$ cat config.mk
export PLATFORM = sky130hd
export DESIGN_NAME = spi_byte_master_flat
export DESIGN_NICKNAME = d
export VERILOG_FILES = /design/src/rtl/spi_byte_if.sv /design/src/rtl/spi_byte_master.sv /design/src/flat_wrapper.sv
export SDC_FILE = /design/constraint.sdc
export NUM_CORES = 1
export LEC_CHECK = 0
export ABC_AREA = 1
export CORE_ASPECT_RATIO = 0.8
export CORE_MARGIN = 2
export CORE_UTILIZATION = 40
export DETAILED_ROUTE_END_ITERATION = 8
export DONT_BUFFER_PORTS = 1
export SKIP_CTS_REPAIR_TIMING = 1
export SLEW_MARGIN = 40
export SYNTH_ARGS = -nofsm -noshare
export SYNTH_HDL_FRONTEND = slang
export SYNTH_SLANG_ARGS = --single-unit
$ cat constraint.sdc
create_clock -name clk -period 3.6 [get_ports clk]
set_input_delay 0.72 -clock clk [delete_from_list [all_inputs] [get_ports clk]]
set_output_delay 0.72 -clock clk [all_outputs]
set_load 0.03 [all_outputs]
$ cat src/rtl/spi_byte_if.sv
// Byte handshake between the command processor (master) and the SPI byte engine (slave).
// The engine sees the slave modport; the command processor or a bench drives the master side.
interface spi_byte_if;
  logic [7:0] i_tx_byte;
  logic       i_tx_dv;
  logic       o_tx_ready;
  logic [7:0] o_rx_byte;
  logic       o_rx_dv;

  modport master (
    output i_tx_byte, i_tx_dv,
    input  o_tx_ready, o_rx_byte, o_rx_dv
  );

  modport slave (
    input  i_tx_byte, i_tx_dv,
    output o_tx_ready, o_rx_byte, o_rx_dv
  );
endinterface

$ cat src/rtl/spi_byte_master.sv
// Byte-level SPI master: shifts one byte out MSB-first on MOSI while sampling MISO,
// in any of the four SPI modes, with a single-cycle completion pulse.
module spi_byte_master #(
  parameter int SPI_MODE          = 0,
  parameter int CLKS_PER_HALF_BIT = 4
) (
  input  logic      clk,
  input  logic      rst,
  spi_byte_if.slave bus,
  output logic      o_sclk,
  output logic      o_mosi,
  input  logic      i_miso
);
  localparam logic       CPOL      = ((SPI_MODE / 2) % 2) == 1;
  localparam logic       CPHA      = (SPI_MODE % 2) == 1;
  localparam logic [7:0] HALF_LAST = 8'(CLKS_PER_HALF_BIT - 1);

  typedef enum logic [1:0] {S_IDLE = 2'd0, S_SHIFT = 2'd1, S_DONE = 2'd2} state_t;

  state_t     r_state,    w_state;
  logic [7:0] r_tx_shift, w_tx_shift;
  logic [7:0] r_rx_shift, w_rx_shift;
  logic [7:0] r_rx_byte,  w_rx_byte;
  logic [4:0] r_edge_cnt, w_edge_cnt;
  logic [7:0] r_half_cnt, w_half_cnt;
  logic       r_sclk,     w_sclk;
  logic       r_mosi,     w_mosi;
  logic       r_tx_ready, w_tx_ready;
  logic       r_rx_dv,    w_rx_dv;
  logic       w_leading;

  // Edges are counted down from 16, so an even remaining count means the next edge is odd (leading).
  assign w_leading = ~r_edge_cnt[0];

  always_ff @(posedge clk) begin
    if (rst) begin
      r_state    <= S_IDLE;
      r_tx_shift <= 8'h00;
      r_rx_shift <= 8'h00;
      r_rx_byte  <= 8'h00;
      r_edge_cnt <= 5'd0;
      r_half_cnt <= 8'd0;
      r_sclk     <= CPOL;
      r_mosi     <= 1'b0;
      r_tx_ready <= 1'b1;
      r_rx_dv    <= 1'b0;
    end else begin
      r_state    <= w_state;
      r_tx_shift <= w_tx_shift;
      r_rx_shift <= w_rx_shift;
      r_rx_byte  <= w_rx_byte;
      r_edge_cnt <= w_edge_cnt;
      r_half_cnt <= w_half_cnt;
      r_sclk     <= w_sclk;
      r_mosi     <= w_mosi;
      r_tx_ready <= w_tx_ready;
      r_rx_dv    <= w_rx_dv;
    end
  end

  always_comb begin
    w_state    = r_state;
    w_tx_shift = r_tx_shift;
    w_rx_shift = r_rx_shift;
    w_rx_byte  = r_rx_byte;
    w_edge_cnt = r_edge_cnt;
    w_half_cnt = r_half_cnt;
    w_sclk     = r_sclk;
    w_mosi     = r_mosi;
    w_tx_ready = r_tx_ready;
    w_rx_dv    = 1'b0;

    unique case (r_state)
      // DONE keeps o_tx_ready high, so a new byte can be taken in the same cycle as o_rx_dv.
      S_IDLE, S_DONE: begin
        w_state = S_IDLE;
        if (bus.i_tx_dv) begin
          w_state    = S_SHIFT;
          w_tx_shift = bus.i_tx_byte;
          w_rx_shift = 8'h00;
          w_edge_cnt = 5'd16;
          w_half_cnt = 8'd1;
          w_tx_ready = 1'b0;
          if (!CPHA) begin
            w_mosi = bus.i_tx_byte[7];
          end
        end
      end
      S_SHIFT: begin
        if (r_edge_cnt == 5'd0) begin
          w_state    = S_DONE;
          w_rx_byte  = r_rx_shift;
          w_rx_dv    = 1'b1;
          w_tx_ready = 1'b1;
          w_mosi     = 1'b0;
        end else if (r_half_cnt == HALF_LAST) begin
          w_half_cnt = 8'd0;
          w_sclk     = ~r_sclk;
          w_edge_cnt = r_edge_cnt - 5'd1;
          if (w_leading == CPHA) begin
            // Drive edge; in CPHA=0 bit7 is already out, and edge 16 drives nothing.
            if (CPHA) begin
              w_mosi     = r_tx_shift[7];
              w_tx_shift = {r_tx_shift[6:0], 1'b0};
            end else if (r_edge_cnt != 5'd1) begin
              w_mosi     = r_tx_shift[6];
              w_tx_shift = {r_tx_shift[6:0], 1'b0};
            end
          end else begin
            w_rx_shift = {r_rx_shift[6:0], i_miso};
          end
        end else begin
          w_half_cnt = r_half_cnt + 8'd1;
        end
      end
      default: begin
        w_state = S_IDLE;
      end
    endcase
  end

  assign o_sclk         = r_sclk;
  assign o_mosi         = r_mosi;
  assign bus.o_tx_ready = r_tx_ready;
  assign bus.o_rx_byte  = r_rx_byte;
  assign bus.o_rx_dv    = r_rx_dv;
endmodule

$ cat src/flat_wrapper.sv
// flat-port wrapper written by rule: the top's interface ports become plain ports
module spi_byte_master_flat 
#(
  parameter int SPI_MODE          = 0,
  parameter int CLKS_PER_HALF_BIT = 4
)
  (clk, rst, o_sclk, o_mosi, i_miso, bus_i_tx_byte, bus_i_tx_dv, bus_o_tx_ready, bus_o_rx_byte, bus_o_rx_dv);
  spi_byte_if bus_i ();
  input  logic clk;
  input  logic rst;
  output logic o_sclk;
  output logic o_mosi;
  input  logic i_miso;
  input wire logic [$bits(bus_i.i_tx_byte)-1:0] bus_i_tx_byte;
  input wire logic [$bits(bus_i.i_tx_dv)-1:0] bus_i_tx_dv;
  output wire logic [$bits(bus_i.o_tx_ready)-1:0] bus_o_tx_ready;
  output wire logic [$bits(bus_i.o_rx_byte)-1:0] bus_o_rx_byte;
  output wire logic [$bits(bus_i.o_rx_dv)-1:0] bus_o_rx_dv;
  assign bus_i.i_tx_byte = bus_i_tx_byte;
  assign bus_i.i_tx_dv = bus_i_tx_dv;
  assign bus_o_tx_ready = bus_i.o_tx_ready;
  assign bus_o_rx_byte = bus_i.o_rx_byte;
  assign bus_o_rx_dv = bus_i.o_rx_dv;
  spi_byte_master #(.SPI_MODE(SPI_MODE), .CLKS_PER_HALF_BIT(CLKS_PER_HALF_BIT)) u_core (.clk(clk), .rst(rst), .bus(bus_i), .o_sclk(o_sclk), .o_mosi(o_mosi), .i_miso(i_miso));
endmodule
==> results of run 1 <==
[worst register-to-register path, stage by stage, from the launching register on]
cell,delay (ns)
dfxtp_1,0.42
inv_1,0.14
ha_1,0.30
nand2_2,0.11
inv_2,0.04
nand2_2,0.10
nand2_4,0.10
nor2_4,0.31
o21ai_2,0.21
nand2_1,0.10
nand2_1,0.05
[cell type report]
| class | instances | share of cell area, % |
|---|---|---|
| tap | 62 | 3.52 |
| sequential | 42 | 38.1 |
| clock buffer | 6 | 3.74 |
| inverter | 41 | 7.03 |
| clock inverter | 1 | 1.36 |
| multi-input combinational | 207 | 46.2 |
[cell usage in the layout, fill, tap and decap left out, drive strengths merged]
master | synthesis | layout
nand3 | 16 | 16
dfxtp | 42 | 42
ha | 3 | 3
nand4 | 15 | 15
o21ai | 19 | 19
nor3 | 1 | 1
bufinv | 0 | 1
inv | 39 | 39
xor2 | 2 | 2
nor2 | 43 | 43
a21oi | 11 | 11
o211a | 1 | 1
clkinv | 2 | 2
nand2 | 95 | 95
clkbuf | 3 | 6
nor3b | 1 | 1
[metrics by stage]
| stage | cell area, sq um | instances | hold WS [ns] | setup WS (ns) |
|---|---|---|---|---|
| global route | 2210 | 359 | 0.468 | 1.46 |
| detailed placement | 2090 | 352 | 0.465 | 1.59 |
| global placement | 2090 | 352 | 0.464 | 1.66 |
| CTS | 2210 | 359 | 0.473 | 1.62 |
| finish | 2210 | 359 | 0.470 | 1.62 |
| floorplan | 2080 | 299 | 0.451 | 2.04 |
[state kept, by name (all words and copies together), names as in the netlist]
register	count
u_core.r_state	2
u_core.r_tx_shift	7
u_core.r_rx_shift	8
u_core.r_edge_cnt	5
u_core.o_mosi	1
u_core.bus.o_tx_ready	1
u_core.bus.o_rx_byte	8
u_core.r_half_cnt	8
u_core.bus.o_rx_dv	1
u_core.o_sclk	1
[kinds of logic (layout without fill, tap and decap cells)]
group	after synthesis	in the layout
buffers and inverters	50	48
AND/OR/NAND/NOR	171	171
AO/OA/AOI/OAI	31	31
adder cells (fa/ha/maj)	3	3
XOR/XNOR	2	2
flip-flops	42	42
[power by group]
part / switching, mW / internal (mW)
Combinational: 0.189 / 0.0771
Clock: 0.159 / 0.222
Sequential: 0.0338 / 0.500
[final timing paths]
kind | end | slack, ns | depth (start not counted)
setup / recovery | u_core.r_rx_shift[2]$_SDFFE_PP0P_ | 1.62 | 10
hold / removal | u_core.r_rx_shift[5]$_SDFFE_PP0P_ | 0.47 | 2
setup reg to reg | u_core.r_rx_shift[2]$_SDFFE_PP0P_ | 1.62 | 10
hold reg to reg | u_core.r_rx_shift[5]$_SDFFE_PP0P_ | 0.47 | 2
[per-layer routing]
layer  global-route usage [%]  share of wire (%)  up-vias
met5                        0                  0        -
met4                     5.36               0.66        0
met3                     3.93                4.7        2
met2                     24.7                 42       33
met1                     21.3                 53      776
li1                         -                  -      932
==> results.cfg, run 1 <==
[clock_network]
cts.sink_count = 42
numCtsBuffers = 5
clk_latency_ns = 0.29
cts_max_level = 2
ctsRootBufferMaster = clkbuf_8
max-clock-path-buffers = 2
cts_tree = done
clk_pin_slew_ns = 0.08

[die]
die_width_um = 84.7
die_area_sq_um = 5810
core_area_sq_um = 5010
pin_count = 24
initial_core_util_pct = 41.6
row_count = 23
dieHeight_um = 68.6

[drt]
first_pass_iters = 4
ant_nets = 0
vias_per_cell = 4.86
drc_errors = 0
wire_per_inst_um = 12.3
drtIter0Drc = 115
drt-total-wl_mm = 4.42
vias = 1743

[cells_and_area]
antenna_cells = 0
n_fill_cell = 537
final_core_util_pct = 44.1
seq_area_sq_um = 841
multi_input_area_sq_um = 1020
layout-drive-gt1-share_pct = 10.8
syn_to_final_growth_pct = 5.82
nNetsFinal = 312

[sta]
slew_violations = 0
worst_slew_pin_slew_ns = 0.731
fin_crit_sh_pct = 54.9
grt_setup_unrepaired = false
skew_ns = 0.0118
fmax_mhz = 506
setup_violations = 0
slew_headroom_pct = 51.2
period_minus_slack_ns = 1.98
hold_viol_final = 0
finalSetupTns_ns = 0

[yosys]
synth.distinct_cells = 27
synth_top_family_by_area = simple AND/OR/NAND/NOR gates
yosysSeqAreaShare_pct = 40.3
yosysWarnings = 0
synth_nets = 314
synthMuxAreaShare_pct = 0
synth_compound_area_share_pct = 8.04
synthTopCellsByArea = dfxtp_1 40%, nand2_1 15%, nor2_1 6.8%
synth_commonest_cells = 85 x nand2_1, 42 x dfxtp_1, 38 x nor2_1
synthSimpleGateAreaFrac_pct = 38.2
syn_inst = 299
synth_top_area_share_pct = 40.3
syn_avg_cell_area_sq_um = 6.97
async_flop_share_pct = 0
synth_ff_type = dfxtp_1
syn_area_sq_um = 2080
synthAdderAreaFrac_pct = 1.80
synth-edff-count = 0
synth_xor_area_share_pct = 0.840
ys_seq_elements = 42
synth.most_common_cell = nand2_1
synth_top_cell_by_area = dfxtp_1

[worst_setup_path]
crit_chain = inv_1, ha_1, nand2_2, inv_2, nand2_2, nand2_4, nor2_4, o21ai_2, nand2_1, nand2_1
startpoint_type = flop
cp-startpoint = u_core.r_edge_cnt[0]$_SDFFE_PP0P_
cp_slowest_cell = dfxtp_1
cpPeakStageDelay_ns = 0.42
required_ns = 3.78
crit_type = reg2reg
cp.arrival_ns = 2.15
critPathMaxFanout = 13
end_kind = flop
critPathTopFamily = simple AND/OR/NAND/NOR gates
worst-path-buf-inv = 2
r2r_start = u_core.r_edge_cnt[0]$_SDFFE_PP0P_

[place]
io_buffers = 0
dpl.hpwl_mm = 3.11
gp_congestion = 0.792

[global_route]
track_usage_pct = 15.7
grt_max_degree = 23
grt_pass1_wl_mm = 7.13
antenna_found_initial = 0
grt_pass1_vias = 1514
grt_overflow = 0

[run_status]
status = complete, no violations

[pwr]
vdd_ir_drop_max_v = 0.000257
finalPower_mw = 1.18
leakage_nw = 1.02
power_density_nw_per_um2 = 536

[flow_run]
maxCapViolCount = 0

[worst_hold_path]
hold_path_class = reg2reg
hp-start = u_core.r_rx_shift[4]$_SDFFE_PP0P_
No activity file was read; power rests on OpenSTA's default activity.
==> inputs of run 2 (changes only) <==
==> constraint.sdc (replaced) <==
create_clock -name clk -period 2.01 [get_ports clk]
set_input_delay 0.402 -clock clk [delete_from_list [all_inputs] [get_ports clk]]
set_output_delay 0.402 -clock clk [all_outputs]
set_load 0.03 [all_outputs]
==> run 2 against run 1 <==
Sequential power increased by 79%. Hold slack got worse by 0.31 ns. Global-route usage up 0.67 points. Largest cell class unchanged. Final cell count is 1.7% higher. Largest power group unchanged. Routed wire length is 1.0% lower. First-iteration DRC count is 19% lower. Critical path depth unchanged. Highest routed layer unchanged. Die area is the same.
==> results.cfg, run 2 (synthesis results as in run 1) <==
[worst_setup_path]
cp.arrival_ns = 2.01
r2r_end = u_core.r_rx_shift[1]$_SDFFE_PP0P_
required_ns = 2.20
reg2regPathDepth = 10
r2r_start = u_core.r_edge_cnt[0]$_SDFFE_PP0P_
end_kind = flop
critPathMaxFanout = 8
startpoint_type = flop
r2r_slack_ns = 0.19
crit_type = reg2reg

[drt]
first_pass_iters = 5
vias_per_cell = 4.81
drt-total-wl_mm = 4.37
drc_errors = 0
drtIter0Drc = 93
ant_nets = 0
wire_per_inst_um = 12.0
vias = 1754

[sta]
period_minus_slack_ns = 1.82
fin_crit_sh_pct = 90.3
hold_viol_final = 0
fmax_mhz = 551
worst_slew_pin_slew_ns = 0.420
slew_violations = 0
setup_violations = 0
grt_setup_unrepaired = false
skew_ns = 0.00859
finalSetupTns_ns = 0
slew_headroom_pct = 71.9

[pwr]
swShare_pct = 35.4
power.internal_mw = 1.30
p_sw_uw = 712
power_density_nw_per_um2 = 906
clock_power_share_pct = 27.7
vdd_ir_drop_max_v = 0.000466
seqPwrFrac_pct = 47.5
finalPower_mw = 2.01
leakage_nw = 1.04
combPwrFrac_pct = 24.8

[place]
dpl.hpwl_mm = 3.21
io_buffers = 0
gp_congestion = 0.903

[flow_run]
maxCapViolCount = 0

[clock_network]
cts_max_level = 2
max-clock-path-buffers = 2
numCtsBuffers = 5
ctsRootBufferMaster = clkbuf_8
clk_pin_slew_ns = 0.09
cts.sink_count = 42
cts_tree = done
clk_latency_ns = 0.30

[worst_hold_path]
hold_path_class = in2reg
worstHoldPathCells = 1
hp-start = rst
holdPathEnd = u_core.r_edge_cnt[2]$_SDFFE_PP0P_

[die]
initial_core_util_pct = 41.6
core_area_sq_um = 5010
dieHeight_um = 68.6
die_area_sq_um = 5810
pin_count = 24
row_count = 23
die_width_um = 84.7

[run_status]
status = complete, no violations

[cells_and_area]
final_core_util_pct = 44.4
layout-drive-gt1-share_pct = 12.5
antenna_cells = 0
nNetsFinal = 317
mostFrequentLayoutCell = nand2_1
final_cell_mix = 85 x nand2_1, 42 x dfxtp_1, 38 x nor2_1
syn_to_final_growth_pct = 6.54

[global_route]
grt_pass1_vias = 1499
grt_overflow = 0
antenna_found_initial = 0
grt_pass1_wl_mm = 7.35
track_usage_pct = 16.4
grt_max_degree = 23
==> run 2: cell count changes in the layout (fill, tap and decap cells not counted) <==
cell,previous run,this run
clkbuf_8,6,5
clkinv_4,0,1
clkinv_2,1,2
clkinvlp_4,0,1
bufinv_16,1,0
buf_4,0,5
==> run 2: power by group through the flow <==
| stage | logic (mW) | clock network (mW) | registers (mW) |
|---|---|---|---|
| final | 0.499 | 0.557 | 0.956 |
| after global routing | 0.568 | 0.613 | 0.963 |
| after global placement | 0.497 | 0 | 0.973 |
| after detailed placement | 0.498 | 0 | 0.976 |
| after CTS | 0.502 | 0.580 | 0.956 |
| after floorplan | 0.430 | 0 | 0.966 |
==> run 2: per-layer routing <==
layer | global-route usage, % | up-vias | share of wire, %
met5 | 0 | - | 0
met4 | 5.95 | 0 | 1.3
met3 | 4.76 | 5 | 5.9
met2 | 25.0 | 32 | 42
met1 | 22.3 | 777 | 51
li1 | - | 940 | -
==> run 2: critical path, stage by stage, from the launching register on <==
cell,delay [ns]
dfxtp_1,0.43
inv_1,0.14
ha_1,0.29
nand2_2,0.10
inv_2,0.04
nand2_2,0.10
nand2_4,0.10
nor2_4,0.21
o21ai_2,0.16
nand2_1,0.09
nand2_1,0.05
==> run 2: final cells by class <==
cell class	count	area, sq um
Tap cell	62	77.6
Clock buffer	5	68.8
Multi-Input combinational cell	207	1020
Fill cell	561	2790
Sequential cell	42	841
Inverter	41	155
Timing Repair Buffer	5	37.5
Clock inverter	3	21.3
==> run 2: stage by stage <==
step	hold WS (ns)	worst slack (ns)	cells	area, sq um
final	0.162	0.194	365	2220
after global placement	0.459	0.293	357	2130
after global routing	0.146	0.0465	365	2220
after CTS	0.149	0.216	365	2220
after detailed placement	0.467	0.234	357	2130
after floorplan	0.451	0.472	299	2080
==> run 2: worst max-delay path by stage <==
stage | from | endpoint | cells after the start
floorplan | u_core.r_edge_cnt[0]$_SDFFE_PP0P_ | u_core.r_edge_cnt[0]$_SDFFE_PP0P_ | 10
global placement | u_core.r_edge_cnt[0]$_SDFFE_PP0P_ | u_core.r_rx_shift[1]$_SDFFE_PP0P_ | 10
detailed placement | u_core.r_edge_cnt[0]$_SDFFE_PP0P_ | u_core.r_rx_shift[4]$_SDFFE_PP0P_ | 10
CTS | u_core.r_edge_cnt[0]$_SDFFE_PP0P_ | u_core.r_rx_shift[1]$_SDFFE_PP0P_ | 10
global route | u_core.r_edge_cnt[0]$_SDFFE_PP0P_ | u_core.r_rx_shift[1]$_SDFFE_PP0P_ | 10
finish | u_core.r_edge_cnt[0]$_SDFFE_PP0P_ | u_core.r_rx_shift[1]$_SDFFE_PP0P_ | 10
